<file path="src/rtl/mux_arbiter.sv">
// rtl/mux_arbiter.sv - round-robin two-requester arbiter driving the muxA select and a registered valid/ready output
module mux_arbiter #(
    parameter int WIDTH = 16,
    parameter bit FIRST = 1'b0
) (
    input  logic             clk,
    input  logic             rst_n,
    input  logic             req1,
    input  logic [WIDTH-1:0] in1,
    output logic             gnt1,
    input  logic             req2,
    input  logic [WIDTH-1:0] in2,
    output logic             gnt2,
    output logic             sel,
    output logic [WIDTH-1:0] outA,
    output logic             out_valid,
    input  logic             out_ready
);

    localparam logic [0:0] IDLE = 1'b0;
    localparam logic [0:0] HOLD = 1'b1;

    logic [0:0] state;
    logic       last;       // 0: requester 1 won last grant, 1: requester 2
    logic       elig1;
    logic       elig2;
    logic       have_win;
    logic       win2;

    // A requester seeing its grant this cycle is masked so a late req drop cannot double-grant.
    always_comb begin
        elig1    = req1 & ~gnt1;
        elig2    = req2 & ~gnt2;
        have_win = elig1 | elig2;
        win2     = elig2 & (~elig1 | ~last);
    end

    always_ff @(posedge clk) begin
        if (!rst_n) begin
            state     <= IDLE;
            sel       <= 1'b0;
            outA      <= '0;
            out_valid <= 1'b0;
            gnt1      <= 1'b0;
            gnt2      <= 1'b0;
            last      <= ~FIRST;
        end else begin
            gnt1 <= 1'b0;
            gnt2 <= 1'b0;
            case (state)
                IDLE: begin
                    if (have_win) begin
                        sel       <= win2;
                        outA      <= win2 ? in2 : in1;
                        out_valid <= 1'b1;
                        gnt1      <= ~win2;
                        gnt2      <= win2;
                        last      <= win2;
                        state     <= HOLD;
                    end
                end
                HOLD: begin
                    if (out_ready) begin
                        if (have_win) begin
                            sel       <= win2;
                            outA      <= win2 ? in2 : in1;
                            out_valid <= 1'b1;
                            gnt1      <= ~win2;
                            gnt2      <= win2;
                            last      <= win2;
                        end else begin
                            out_valid <= 1'b0;
                            state     <= IDLE;
                        end
                    end
                end
                default: begin
                    out_valid <= 1'b0;
                    state     <= IDLE;
                end
            endcase
        end
    end

endmodule

</file>
<file path="config.mk">
export PLATFORM = sky130hd
export DESIGN_NAME = mux_arbiter
export DESIGN_NICKNAME = d
export VERILOG_FILES = /design/src/rtl/mux_arbiter.sv
export SDC_FILE = /design/constraint.sdc
export NUM_CORES = 1
export LEC_CHECK = 0
export BUFFER_PORTS_ARGS = -buffer_cell sky130_fd_sc_hd__buf_2
export CAP_MARGIN = 20
export CORE_UTILIZATION = 41
export DETAILED_ROUTE_END_ITERATION = 10
export MAX_ROUTING_LAYER = met4
export PLACE_DENSITY_LB_ADDON = 0.2
export SYNTH_ARGS = -nofsm -noshare
export SYNTH_HDL_FRONTEND = slang
export SYNTH_SLANG_ARGS = --single-unit
</file>
<file path="constraint.sdc">
create_clock -name clk -period 1.77 [get_ports clk]
set_clock_uncertainty 0.15 [all_clocks]
set_input_delay 0 -clock clk [delete_from_list [all_inputs] [get_ports clk]]
set_output_delay 0 -clock clk [all_outputs]
set_load 0.05 [all_outputs]
</file>
Word level (Yosys, flattened, before mapping)

Cells that the tools add are included.
W data, S select, Z words.

Bits of input ports: 37
ROM bits: 0
RAM bits: 0
Output and inout port bits: 20
Latch bits: 0
Memories kept: 0
Register bits: 22

$add $sub $neg: 0
Magnitude comparators: 0
Multipliers: 0
Shifts and indexed selects: 0
Eq/ne operators: 2
Reduce and logical (&&, ||, !) cells: 1
Divide/modulo/power cells: 0
Mux-type cells: 22
Bitwise logic cells: 11

Operator list:

| operator             | count |
|---|---|
| $mux W16             | 3 |
| $pmux W16 S2         | 1 |
| $mux W1              | 12 |
| $pmux W1 S2          | 6 |
| $not A1 Y1           | 6 |
| $ne A2 B2 Y1 const B | 2 |
| $and A1 B1 Y1        | 3 |
| $or A1 B1 Y1         | 2 |
| $reduce_and A2 Y1    | 1 |

Logic depth before layout (Yosys ltp)

Gate-level depths: netlist of the first run.

Word-level depth: 9
Depth in mapped cells: 6

Worst setup path before layout of the first run

OpenSTA, ideal clock, no wires.

Path kind: reg-to-reg
Start: register gnt1
End: register gnt1
Cell stages (with the launch flop): 6
Path buffers: 2
Arrival: 1.439 ns
Setup time: 0.116 ns
Setup slack: 0.065 ns
Cells stage by stage: dfxtp_1 -> and2b_1 -> o21a_1 -> buf_6 -> buf_6 -> and3_1

Word-level cells in the longest chain between the ends: 9
Elaborated cells on any way between the ends: 10
Those cells by class: mux (3); bitwise (7)

RTL lines:

| item                     | RTL line | RTL |
|---|---|---|
| start: declaration       | 10       | `output logic gnt1,` |
| start signal: assignment | 56       | `gnt1 <= ~win2;` |
| start signal: assignment | 68       | `gnt1 <= ~win2;` |
| $not A1 Y1 (*)           | 32       | `elig1 = req1 & ~gnt1;` |
| $and A1 B1 Y1 (*)        | 32       |  |
| $not A1 Y1               | 35       | `win2 = elig2 & (~elig1 \| ~last);` |
| $or A1 B1 Y1             | 35       |  |
| $and A1 B1 Y1            | 35       |  |
| $not A1 Y1               | 56, 68   |  |
| $mux W1 (*)              | 52, 64   |  |
| $mux W1                  | 63       | `if (out_ready) begin` |
| $pmux W1 S2 (*)          | 50       | `case (state)` |

Every way passes the cells marked *; elsewhere a longest branch is shown, timed or not.
A chain may end at the register's enable or synchronous reset.

Worst setup path in the final report of the first run

Start: register gnt1
End: register outA[12]

Word-level cells in the longest chain between the ends: 9
Elaborated cells on any way between the ends: 10
Those cells by class: mux (4); bitwise (6)

RTL lines:

| item                   | RTL line | RTL |
|---|---|---|
| $not A1 Y1 (*)         | 32       |  |
| $and A1 B1 Y1 (*)      | 32       |  |
| $not A1 Y1             | 35       |  |
| $or A1 B1 Y1           | 35       |  |
| $and A1 B1 Y1          | 35       |  |
| $mux W16               | 54, 66   |  |
| $mux W16 (*)           | 52, 64   |  |
| $mux W16               | 63       |  |
| $pmux W16 S2 (*)       | 50       |  |
| end signal: assignment | 54       | `outA <= win2 ? in2 : in1;` |
| end signal: assignment | 66       | `outA <= win2 ? in2 : in1;` |
| end: declaration       | 15       | `output logic [WIDTH-1:0] outA,` |

Every way passes the cells marked *; elsewhere a longest branch is shown, timed or not. The select of a mux whose other input is x is not followed.

==> results of run 1 <==
==> layout make-up <==
class                      count  area (sq um)  area share
multi-input combinational     83           423       0.267
timing repair buffer          94           666       0.420
sequential                    22           440       0.278
tap                           27          33.8      0.0213
clock buffer                   3          22.5      0.0142
==> per-layer routing <==
layer,vias to the layer above,GRT usage,part of all wire
li1,571,-,-
met1,492,0.266,0.41
met2,45,0.459,0.52
met3,6,0.0340,0.052
met4,0,0.114,0.021
met5,-,-,0
==> registers in the layout, indices dropped and copies added (netlist names) <==
register,flops
sel,1
last,1
state,1
outA,16
gnt1,1
gnt2,1
out_valid,1
==> cells by family (layout without fill, tap and decap cells) <==
| kind of cell | count (synthesis) | count (layout) | synth area share |
|---|---|---|---|
| buffers and inverters | 9 | 97 | 0.0812 |
| DFF | 22 | 22 | 0.469 |
| AOI/OAI and AO/OA | 36 | 36 | 0.221 |
| and+or+nand+nor | 47 | 47 | 0.229 |
==> through the flow <==
step | hold slack [ns] | std cells
after floorplan | -0.0117 | 114
after global placement | 0.106 | 191
after detailed placement | 0.110 | 191
after CTS | 0.0360 | 229
after global routing | 0.0607 | 229
final | 0.0335 | 229
==> cell usage after synthesis (2+ instances only) <==
master / instances
a31oi_1: 16
nand2_1: 34
and3_1: 2
nand2b_1: 3
buf_6: 5
o21ai_0: 3
dfxtp_1: 22
clkbuf_1: 2
o21ai_1: 13
==> power groups by stage <==
stage | logic, mW | registers, mW | clock network (mW)
4_1_cts | 0.497 | 0.579 | 0.230
3_3_place_gp | 0.432 | 0.588 | 0
3_5_place_dp | 0.437 | 0.589 | 0
2_1_floorplan | 0.158 | 0.766 | 0
6_report | 0.501 | 0.579 | 0.227
5_1_grt | 0.532 | 0.585 | 0.251
==> worst max-delay path, stage by stage, from the launching register on <==
cell and delay [ns]:
dfxtp_1 0.33, and2b_1 0.21, o21a_1 0.31, buf_4 0.22, o21ai_0 0.09, a31oi_1 0.16
==> final timing paths <==
| kind | from | to | slack [ns] | cells after the start |
|---|---|---|---|---|
| max | gnt1 | outA[12] | 0.23 | 5 |
| min | req1 | state | 0.03 | 4 |
| max reg2reg | gnt1 | outA[12] | 0.23 | 5 |
| min reg2reg | sel | sel | 0.34 | 2 |
==> what timing repair did <==
action,4_1_cts,5_1_grt
hold endpoints to repair,22,0
endpoints found under the setup margin,0,0
hold buffers,35,0
==> flow_summary.ini, run 1 <==
[power]
switchingPower_mw = 0.496
intPower_mw = 0.812
worst_ir_drop_vdd_v = 0.000539
power.density_nw_per_um2 = 825
leakagePower_nw = 0.768
power.total_mw = 1.31
p_sw_frac = 0.379
p_comb_frac = 0.383
seq_power_share = 0.443
pwr-share-clk = 0.174

[place]
post-dp-hpwl_microns = 1640
gp_congestion = 0.721
place_ws_ns = 0.256
portBuffers = 56
dpl-instance-area_sq_um = 1210

[yosys]
ys_top_cells_by_area = dfxtp_1 47%, nand2_1 14%, a31oi_1 11%, o21ai_1 6.9%, buf_6 6.0%
async_flop_share = 0
synth_edf_count = 0
synth.top_cell.area_share = 0.469
synth_cell_types = 23
synth_nets = 151
ys_seq_area_frac = 0.469
postSynthAreaPerCell_sq_um = 8.24
ys_ff_latch = 22
synth_cells = 114
yosysTopAreaCell = dfxtp_1
synth-main-ff-cell = dfxtp_1
yosys_warnings = 0
synthesis.area_sq_um = 940

[global_route]
grt_pass1_vias = 1081
grt_pass1_wl_microns = 4590
track_usage = 0.252
grt_max_degree = 23
antenna_found_initial = 0
grt-ovfl-total = 0

[job]
max-cap-violations = 0

[sta]
worst_slack_ns = 0.229
setup_viol = 0
finalSetupTns_ns = 0
drv_slew = 0
fmax_ghz = 0.649
worst_pin_slew_ns = 0.324
slew_headroom = 0.783
hold_viol_final = 0
grt_setup_unrepaired = no
period_minus_slack_ns = 1.54
finalCritPeriodShare = 0.870

[die]
core-area_sq_um = 2060
die-width_microns = 49.9
start_util = 0.456
io_pins = 57
num_rows = 16
die_y_microns = 49.9
dieArea_sq_um = 2490

[status]
status = finished, final reports clean

[final_layout]
antenna_cells = 0
final_core_util = 0.769
fillCellCount = 164
nets = 241
drive_above_1_share = 0.317
area_growth_pct = 68.7
stdcell_area_sq_um = 1590
final_cell_mix = 56 x buf_2, 35 x dlygate4sd3_1, 34 x nand2_1
final_common_cell = buf_2

[route]
drc = 0
routedWlPerCell_microns = 12.4
vias_per_cell = 4.86
dr.first_iter.drc_count = 10
dr.pass1.iters = 3
route.vias.total = 1114
drt_wl_total_microns = 2840
final_antenna_net_count = 0

[worst_setup_path]
startpoint_type = flop
path_class = flop to flop
critPathArrivalTime_ns = 1.63
cp.required_ns = 1.86
crit_path_end_kind = flop
path_max_fanout = 10

[clock_tree]
cts_tree = built
clock_sinks = 22
htree_levels = 1
cts-resized-gates = 0
clock_path_buffers = 2
cts_root_buffer = clkbuf_4
clk_latency_ns = 0.30
cts_buffers = 3
clk_pin_slew_worst_paths_ns = 0.11
post_cts_buffers = 0

[min_path]
hold_path.class = primary input to flop
Power figures use the tool's default switching activity.
==> inputs of run 2 (changes only) <==
CORE_ASPECT_RATIO = 0.8   (was not set)
CTS_CLUSTER_SIZE = 25   (was not set)
==> run 2 against run 1 <==
Worst setup slack worse by 0.055 ns. Die area about the same. Clock power up 20%. Cell area down 0.55%. Final cell count down 0.87%.
==> flow_summary.ini, run 2 (synthesis results as in run 1) <==
[route]
drc = 0
vias_per_cell = 4.91
routedWlPerCell_microns = 12.1
drt_wl_total_microns = 2750
final_antenna_net_count = 0
dr.first_iter.drc_count = 31
dr.pass1.iters = 6
route.vias.total = 1114

[sta]
finalSetupTns_ns = 0
period_minus_slack_ns = 1.60
slew_headroom = 0.540
worst_pin_slew_ns = 0.691
setup_viol = 0
hold_viol_final = 0
grt_setup_unrepaired = no
fmax_ghz = 0.627
worst_hold_slack_ns = 0.0168
drv_slew = 0
worst_slack_ns = 0.174
finalCritPeriodShare = 0.902

[final_layout]
nets = 240
largest-register = outA
final_core_util = 0.730
final_cell_mix = 56 x buf_2, 35 x dlygate4sd3_1, 34 x nand2_1
antenna_cells = 0
fillCellCount = 176
area_growth_pct = 67.8
drive_above_1_share = 0.317
final_common_cell = buf_2
largest_register_ffs = 16

[power]
power.density_nw_per_um2 = 849
power.total_mw = 1.34
worst_ir_drop_vdd_v = 0.000768
leakagePower_nw = 0.765

[clock_tree]
clock_path_buffers = 2
cts-resized-gates = 0
clk_pin_slew_worst_paths_ns = 0.12
cts_tree = built
htree_levels = 1
cts_buffers = 3
clk_latency_ns = 0.30
cts_root_buffer = clkbuf_4
clock_sinks = 22

[die]
die-width_microns = 55.5
dieArea_sq_um = 2490
num_rows = 15
start_util = 0.435
core-area_sq_um = 2160
die_y_microns = 44.8
io_pins = 57

[worst_setup_path]
cp-startpoint = gnt2
critPathArrivalTime_ns = 1.69
cp.required_ns = 1.86
path_class = flop to flop
startpoint_type = flop
path_max_fanout = 18
crit_path_end_kind = flop
rr_startpoint = gnt2

[global_route]
grt_pass1_vias = 995
grt_max_degree = 23
antenna_found_initial = 0
track_usage = 0.227
grt_pass1_wl_microns = 4230
grt-ovfl-total = 0

[place]
post-dp-hpwl_microns = 1500
gp_congestion = 0.709
place_ws_ns = 0.198
portBuffers = 56

[min_path]
hp-start = req1
hold_path.class = primary input to flop

[job]
max-cap-violations = 0

[status]
status = finished, final reports clean
-- run 2: final cells by class --
class / instances / area [sq um] / share of cell area
timing repair buffer: 93 / 646 / 0.410
sequential: 22 / 440 / 0.279
clock buffer: 4 / 36.3 / 0.0230
multi-input combinational: 83 / 423 / 0.268
tap: 25 / 31.3 / 0.0198
-- run 2: path summary, 6_finish.rpt --
check | end | slack, ns | depth (start not counted)
setup / recovery | outA[9] | 0.17 | 4
hold reg to reg | sel | 0.33 | 2
setup reg to reg | outA[9] | 0.17 | 4
hold / removal | state | 0.02 | 4
-- run 2: per-stage QoR --
stage	std cells	instance area, sq um
after floorplan	114	940
after global placement	188	1190
after detailed placement	188	1190
after CTS	227	1580
after global routing	227	1580
final	227	1580
-- run 2: routing by layer --
metal  global-route usage  up-vias  routed length (microns)
met4               0.0450        0                       18
met5                    -        -                        0
met3               0.0573        2                      132
met2                0.446       48                     1390
met1                0.235      499                     1210
li1                     -      565                        -
-- run 2: report_power, final --
group	switching, mW	internal (mW)	total [mW]
clock	0.146	0.125	0.272
sequential	0.0274	0.551	0.578
combinational	0.317	0.172	0.489
total	0.491	0.848	1.34
-- run 2: repair_timing --
action                    in CTS  in global routing
setup buffers                  0                  0
hold buffers                  35                  0
hold endpoints to repair      22                  0
-- run 2: worst max-delay path, cell delays in order (launching register included) --
cell     delay, ns
dfxtp_1       0.35
nor2b_4       0.14
and2_1        0.59
nand2_1       0.13
a31oi_1       0.17
